$ cat src/rtl/mem_req_ctrl.sv
// mem_req_ctrl: MEM-stage data-cache request controller with pipeline stall/writeback control.
// Define LLSC_EN to add load-linked/store-conditional link tracking.
module mem_req_ctrl (
   input  logic        CLK,
   input  logic        nRST,
   input  logic        req_valid,
   input  logic        req_read,
   input  logic        req_write,
   input  logic        req_ll,
   input  logic        req_sc,
   input  logic [31:0] req_addr,
   input  logic [31:0] req_wdata,
   output logic        dmemREN,
   output logic        dmemWEN,
   output logic [31:0] dmemaddr,
   output logic [31:0] dmemstore,
   input  logic        dhit,
   input  logic [31:0] dmemload,
   input  logic        snoop_inv,
   input  logic [31:0] snoop_addr,
   output logic [31:0] mem_data,
   output logic        wb_enable,
   output logic        stall_o
);
   typedef enum logic [1:0] {IDLE, ACCESS, DONE} state_t;
   state_t      state_q;
   logic        ren_q, wen_q;
   logic [31:0] addr_q, wdata_q, mem_data_q;
   logic        mem_op, is_wr, sc_fail;
   assign is_wr  = req_valid && req_write;
   assign mem_op = req_valid && (req_read || req_write);
`ifdef LLSC_EN
   logic        link_valid_q, ll_q, sc_q;
   logic [31:0] link_addr_q;
   logic        snoop_hit, sc_ok;
   logic        unused_low_bits;
   assign snoop_hit = snoop_inv && snoop_addr[31:2] == link_addr_q[31:2];
   // a snoop arriving while the SC is evaluated already breaks the link
   assign sc_ok   = link_valid_q && !snoop_hit && req_addr[31:2] == link_addr_q[31:2];
   assign sc_fail = is_wr && req_sc && !sc_ok;
   assign unused_low_bits = ^{snoop_addr[1:0], link_addr_q[1:0]};
`else
   logic        unused_llsc;
   assign sc_fail = 1'b0;
   assign unused_llsc = ^{req_ll, req_sc, snoop_inv, snoop_addr};
`endif
   always_ff @(posedge CLK or negedge nRST) begin
      if (!nRST) begin
         state_q    <= IDLE;
         ren_q      <= 1'b0;
         wen_q      <= 1'b0;
         addr_q     <= '0;
         wdata_q    <= '0;
         mem_data_q <= '0;
`ifdef LLSC_EN
         link_valid_q <= 1'b0;
         link_addr_q  <= '0;
         ll_q         <= 1'b0;
         sc_q         <= 1'b0;
`endif
      end else begin
`ifdef LLSC_EN
         if (snoop_hit) link_valid_q <= 1'b0;
`endif
         case (state_q)
            IDLE: if (mem_op) begin
               addr_q  <= req_addr;
               wdata_q <= req_wdata;
               ren_q   <= !is_wr && !sc_fail;
               wen_q   <= is_wr && !sc_fail;
               state_q <= sc_fail ? DONE : ACCESS;
               if (sc_fail) mem_data_q <= '0;
`ifdef LLSC_EN
               ll_q <= !is_wr && req_ll;
               sc_q <= is_wr && req_sc;
`endif
            end
            ACCESS: if (dhit) begin
               ren_q   <= 1'b0;
               wen_q   <= 1'b0;
               state_q <= DONE;
               if (ren_q) mem_data_q <= dmemload;
`ifdef LLSC_EN
               if (wen_q && addr_q[31:2] == link_addr_q[31:2]) link_valid_q <= 1'b0;
               if (sc_q) mem_data_q <= 32'd1;
               if (ll_q) begin
                  link_valid_q <= 1'b1;
                  link_addr_q  <= addr_q;
               end
`endif
            end
            default: state_q <= IDLE;
         endcase
      end
   end
   assign dmemREN   = ren_q;
   assign dmemWEN   = wen_q;
   assign dmemaddr  = addr_q;
   assign dmemstore = wdata_q;
   assign mem_data  = mem_data_q;
   // IDLE decides stall/writeback from the live request so a new op stalls in its first cycle
   assign stall_o   = nRST && (state_q == ACCESS || (state_q == IDLE && mem_op));
   assign wb_enable = nRST && (state_q == DONE || (state_q == IDLE && !mem_op));
endmodule
$ cat config.mk
export PLATFORM = sky130hd
export DESIGN_NAME = mem_req_ctrl
export DESIGN_NICKNAME = d
export VERILOG_FILES = /design/src/rtl/mem_req_ctrl.sv
export SDC_FILE = /design/constraint.sdc
export NUM_CORES = 1
export LEC_CHECK = 0
export ABC_AREA = 1
export CELL_PAD_IN_SITES_DETAIL_PLACEMENT = 0
export CELL_PAD_IN_SITES_GLOBAL_PLACEMENT = 1
export CORE_MARGIN = 1.5
export CORE_UTILIZATION = 24
export DETAILED_ROUTE_END_ITERATION = 10
export GPL_TIMING_DRIVEN = 0
export PLACE_DENSITY_LB_ADDON = 0.1
export SLEW_MARGIN = 25
export SYNTH_ARGS = -nofsm -noshare
export SYNTH_HDL_FRONTEND = slang
export SYNTH_SLANG_ARGS = --single-unit
$ cat constraint.sdc
create_clock -name CLK -period 1.4 [get_ports CLK]
set_clock_uncertainty 0.2 [all_clocks]
set_input_delay 0.14 -clock CLK [delete_from_list [all_inputs] [get_ports CLK]]
set_output_delay 0.14 -clock CLK [all_outputs]
set_load 0.01 [all_outputs]
# Word-level counts from Yosys, hierarchy flattened
# Index checks and enable logic that the tools add are counted.
# Widths: inputs -> output; s select.
# classes
addsub,0
n_mul,0
n_div,0
n_lt_le_gt_ge,0
eq_ne,4
n_shift,0
n_mux,8
n_bitwise,0
reduce_logical,17
# ops
operator,n
$logic_and 1x1->1,6
$reduce_and 3->1,2
$mux 2,2
$ne 2x2->1 const B,2
$pmux 1 s2,2
$pmux 2 s2,1
$reduce_and 2->1,2
$logic_or 1x1->1,3
$mux 1,3
$eq 2x1->1 const B,1
$eq 2x2->1 const B,1
$logic_not 1->1,2
$logic_not 2->1,1
$reduce_bool 2->1,1
# word_totals
register_bits,100
latchBits,0
ramBits,0
rom_bits,0
wordCells,35
memories,0

# Logic depth before layout (Yosys ltp)
# depth
word_depth,6
depth_mapped,7
ltp_nobuf,5

# Worst setup path after synthesis
# No wires, ideal clock.
# synth_timing
path_kind,reg-to-output
from,register state_q[0]
to,output stall_o
arrival_ps,1124
required_ps,1060
setup_slack_ps,-64
stages_incl_launch_ff,5
path_cell_list,dfrtp_1 nor2_2 nand2_2 buf_4 a21boi_0
# synth_between
elab_chain_len,4
word_cells_on_any_way,5
classes_between,eq/ne (1); reduce/logical (4)
# synth_lines
item,line_no,source
start: declaration,26,state_t state_q;
start signal: assignment,71,state_q <= sc_fail ? DONE : ACCESS;
$logic_not 2->1,102,assign stall_o = nRST && (state_q == ACCESS || (state_q == IDLE && mem_op));
$logic_and 1x1->1,102,
$logic_or 1x1->1 *,102,
$logic_and 1x1->1 *,102,
end: declaration,23,output logic stall_o
# Every way passes the cells marked *; elsewhere a longest branch is shown, timed or not.

# Worst setup path after layout
# Ends and elaborated chain as after synthesis.

==> flow_metrics.py <==
metrics = {
    "outcome": {
        "status": "complete, but fails checks",
        "violations": "negative hold slack, negative setup slack",
    },
    "clock_tree": {
        "insertion_delay_ns": 0.34,
        "path_clk_slew_ns": 0.07,
        "cts_num_sinks": 100,
        "cts_root_buffer": "clkbuf_16",
        "h-tree-depth": 3,
        "cts_tree": "yes",
        "cts_made_buffers": 9,
        "clock_path_buffers": 2,
    },
    "setup_path": {
        "regToRegSetupSlack_ns": -0.18,
        "path_depth": 5,
        "max_stage_delay_ns": 0.43,
        "cp_cell_sequence": "nor2_4 > nand2_4 > buf_8 > a21boi_2 > buf_2",
        "crit_required_ns": 1.06,
        "cpLargestDelayFamily": "flip-flops",
        "reg2reg_from": "state_q[0]$_DFFE_PN0P_",
        "timing.rr.end": "dmemstore[16]$_DFFE_PN0P_",
        "setup.worst_path.end": "stall_o",
        "cp_max_fo": 3,
        "cp_slowest_cell": "dfrtp_2",
        "crit_type": "flop to output port",
        "reg2reg_depth": 8,
        "cp_data_arrival_time_ns": 1.37,
        "end_kind": "output port",
        "start_kind": "flop",
        "startpoint": "state_q[0]$_DFFE_PN0P_",
        "cp_num_buf_inv": 2,
    },
    "final_layout": {
        "seqCellArea_mm2": 0.00250,
        "multiInputGateArea_mm2": 0.00125,
        "layout.nets": 809,
        "diodes": 0,
        "area_growth_syn_to_layout_pct": 75.3,
        "drive_above_1_share_pct": 13.4,
        "final_area_mm2": 0.00698,
        "fill_cells": 1590,
        "instances_no_fill": 893,
    },
    "routing": {
        "ant_nets": 0,
        "wl_per_cell_um": 14.3,
        "vias": 3750,
        "wl_um": 12800,
        "first_iter_violations": 77,
        "routed_via_density": 4.20,
        "drc": 0,
        "drtPass1Iterations": 4,
    },
    "synth": {
        "synth_cells": 437,
        "synth_xor_area_share_pct": 0,
        "syn_nets": 574,
        "netlist_area_mm2": 0.00398,
        "ys_top_cells_by_area": "dfrtp_1, nand2_1, nand3_1",
        "syn_area_per_cell_um2": 9.11,
        "async_flop_share_pct": 100,
        "yosysSeqAreaShare_pct": 62.8,
        "ys_ff_latch": 100,
        "yosysUniqueCellTypes": 18,
        "yosys.area_share.simple_pct": 25.3,
        "yosysWarnings": 0,
        "yosys.area.top_type": "dfrtp_1",
        "synth_top_family_by_area": "simple AND/OR/NAND/NOR gates",
        "synthMuxAreaShare_pct": 0,
        "synth_fa_ha_area_share_pct": 0,
        "synth_compound_area_share_pct": 4.46,
        "synth_top_area_share_pct": 62.8,
        "synth_edf_count": 0,
        "synthFlopType": "dfrtp_1",
    },
    "global_routing": {
        "antenna_found_initial": 0,
        "grt_pass1_vias": 3727,
        "grt_max_degree": 54,
        "grt_pass1_wl_um": 20200,
        "grt_overflow_total": 0,
        "grtUsageTotal_pct": 14.8,
    },
    "power": {
        "power.density_mw_per_mm2": 1860,
        "p_comb_share_pct": 44.3,
        "p_clk_share_pct": 18.1,
        "p_int_w": 0.00844,
        "ir_drop_mv": 0.697,
        "power_switching_w": 0.00452,
        "switching_share_pct": 34.9,
        "seq_power_share_pct": 37.6,
        "leakagePower_nw": 3.64,
    },
    "job": {
        "maxCapViolCount": 0,
    },
    "sta": {
        "maxSlewViolCount": 0,
        "worstMarginPinSlew_ns": 0.517,
        "rsz0062_at_grt": "true",
        "period_needed_ns": 1.71,
        "hold_violations": 100,
        "fin_crit_sh_pct": 122,
        "slew-limit-headroom_pct": 65.5,
        "max_freq_ghz": 0.585,
        "fin_ws_ns": -0.311,
        "timing.hold.ws_ns": -0.455,
        "setup_viol_count_final": 79,
    },
    "die": {
        "core.rowCount": 46,
        "pin_count": 237,
        "die_h_um": 132,
        "die_area_mm2": 0.0174,
        "core_area_mm2": 0.0161,
        "die_w_um": 132,
        "initial_core_util_pct": 24.8,
    },
    "placed_design": {
        "place.gp.congestion": 0.694,
        "dpl.hpwl_um": 8860,
        "post_dp_cell_area_mm2": 0.00629,
        "port-buffer-count": 201,
        "placed_cells": 855,
    },
    "min_path": {
        "holdCritPathClass": "input port to asynchronous set/reset pin",
    },
}
==> metal layers <==
layer	share of wire (%)	up-vias	GRT usage, %
met4	2.3	0	6.36
met3	6.8	16	4.19
met5	0	-	0
met1	43	1777	17.8
met2	48	110	25.0
li1	-	1847	-
==> state kept, by name, summed over array words and instances (netlist names) <==
register   cells
mem_data      32
dmemWEN        1
dmemREN        1
dmemstore     32
state_q        2
dmemaddr      32
==> layout make-up <==
type / instances / area share [%]
flip-flops and latches: 100 / 35.9
repair buffers: 224 / 31.5
multi-input cells: 274 / 18.0
plain buffers: 27 / 4.78
well taps: 216 / 3.87
clock buffers: 11 / 3.48
inverters: 36 / 1.97
clock inverters: 5 / 0.538
==> logic make-up after synthesis <==
| group | Yosys count |
|---|---|
| simple gates | 239 |
| buf+inv | 63 |
| compound gates | 35 |
| flops | 100 |
==> cell usage after synthesis (2+ instances only) <==
cell      count
buf_6         2
buf_4         7
nand2_1     166
o21ai_1       4
buf_2        11
dfrtp_1     100
nand2_2       2
o21ai_0      29
clkbuf_1      3
inv_1        36
nand3_1      68
clkbuf_2      3
==> repair_timing <==
item                       CTS  global route
hold endpoints to repair   100            50
pin swaps                    5             9
resized for setup          182            42
gates cloned                 1             2
setup buffers               11             8
setup endpoints to repair  190           120
==> power groups by stage <==
stage / registers, W / logic (W) / clock network (W)
detailed placement: 0.00494 / 0.00575 / 0
floorplan: 0.00554 / 0.00155 / 0
global route: 0.00504 / 0.00627 / 0.00261
global placement: 0.00492 / 0.00570 / 0
finish: 0.00487 / 0.00574 / 0.00235
CTS: 0.00487 / 0.00535 / 0.00249
==> cells in the final DEF, fill, tap and decap left out, types with 6 or more instances in the layout <==
| cell type | n |
|---|---|
| nand3_1 | 67 |
| clkbuf_16 | 12 |
| dfrtp_1 | 99 |
| o21ai_1 | 18 |
| clkdlybuf4s15_1 | 15 |
| inv_1 | 35 |
| buf_2 | 6 |
| buf_4 | 13 |
| nand2_1 | 165 |
| buf_8 | 7 |
| clkdlybuf4s50_1 | 99 |
| buf_6 | 13 |
| o21ai_2 | 12 |
| dlygate4sd2_1 | 83 |
==> metrics by stage <==
stage          setup slack, ns  setup TNS (ns)  utilization [%]  power (W)
6_report                -0.311           -9.20             43.5     0.0130
5_1_grt                 -0.356          -13.02             43.5     0.0139
4_1_cts                 -0.326           -4.27             42.1     0.0127
3_5_place_dp            -0.857          -30.21             39.2     0.0107
3_3_place_gp             -4.14         -448.24             39.0     0.0106
2_1_floorplan           0.0211               0                -    0.00709
==> worst min-delay path by stage <==
| stage | start | endpoint | slack [ns] | cells after the start |
|---|---|---|---|---|
| after floorplan | nRST | dmemREN$_DFFE_PN0P_ | -0.36 | 0 |
| after global placement | dmemstore[22]$_DFFE_PN0P_ | dmemstore[22]$_DFFE_PN0P_ | 0.25 | 2 |
| after detailed placement | nRST | dmemstore[14]$_DFFE_PN0P_ | -0.07 | 1 |
| after CTS | nRST | dmemstore[14]$_DFFE_PN0P_ | -0.45 | 1 |
| after global routing | nRST | dmemstore[14]$_DFFE_PN0P_ | -0.44 | 1 |
| final | nRST | dmemstore[14]$_DFFE_PN0P_ | -0.46 | 1 |
Power figures use the tool's default switching activity.
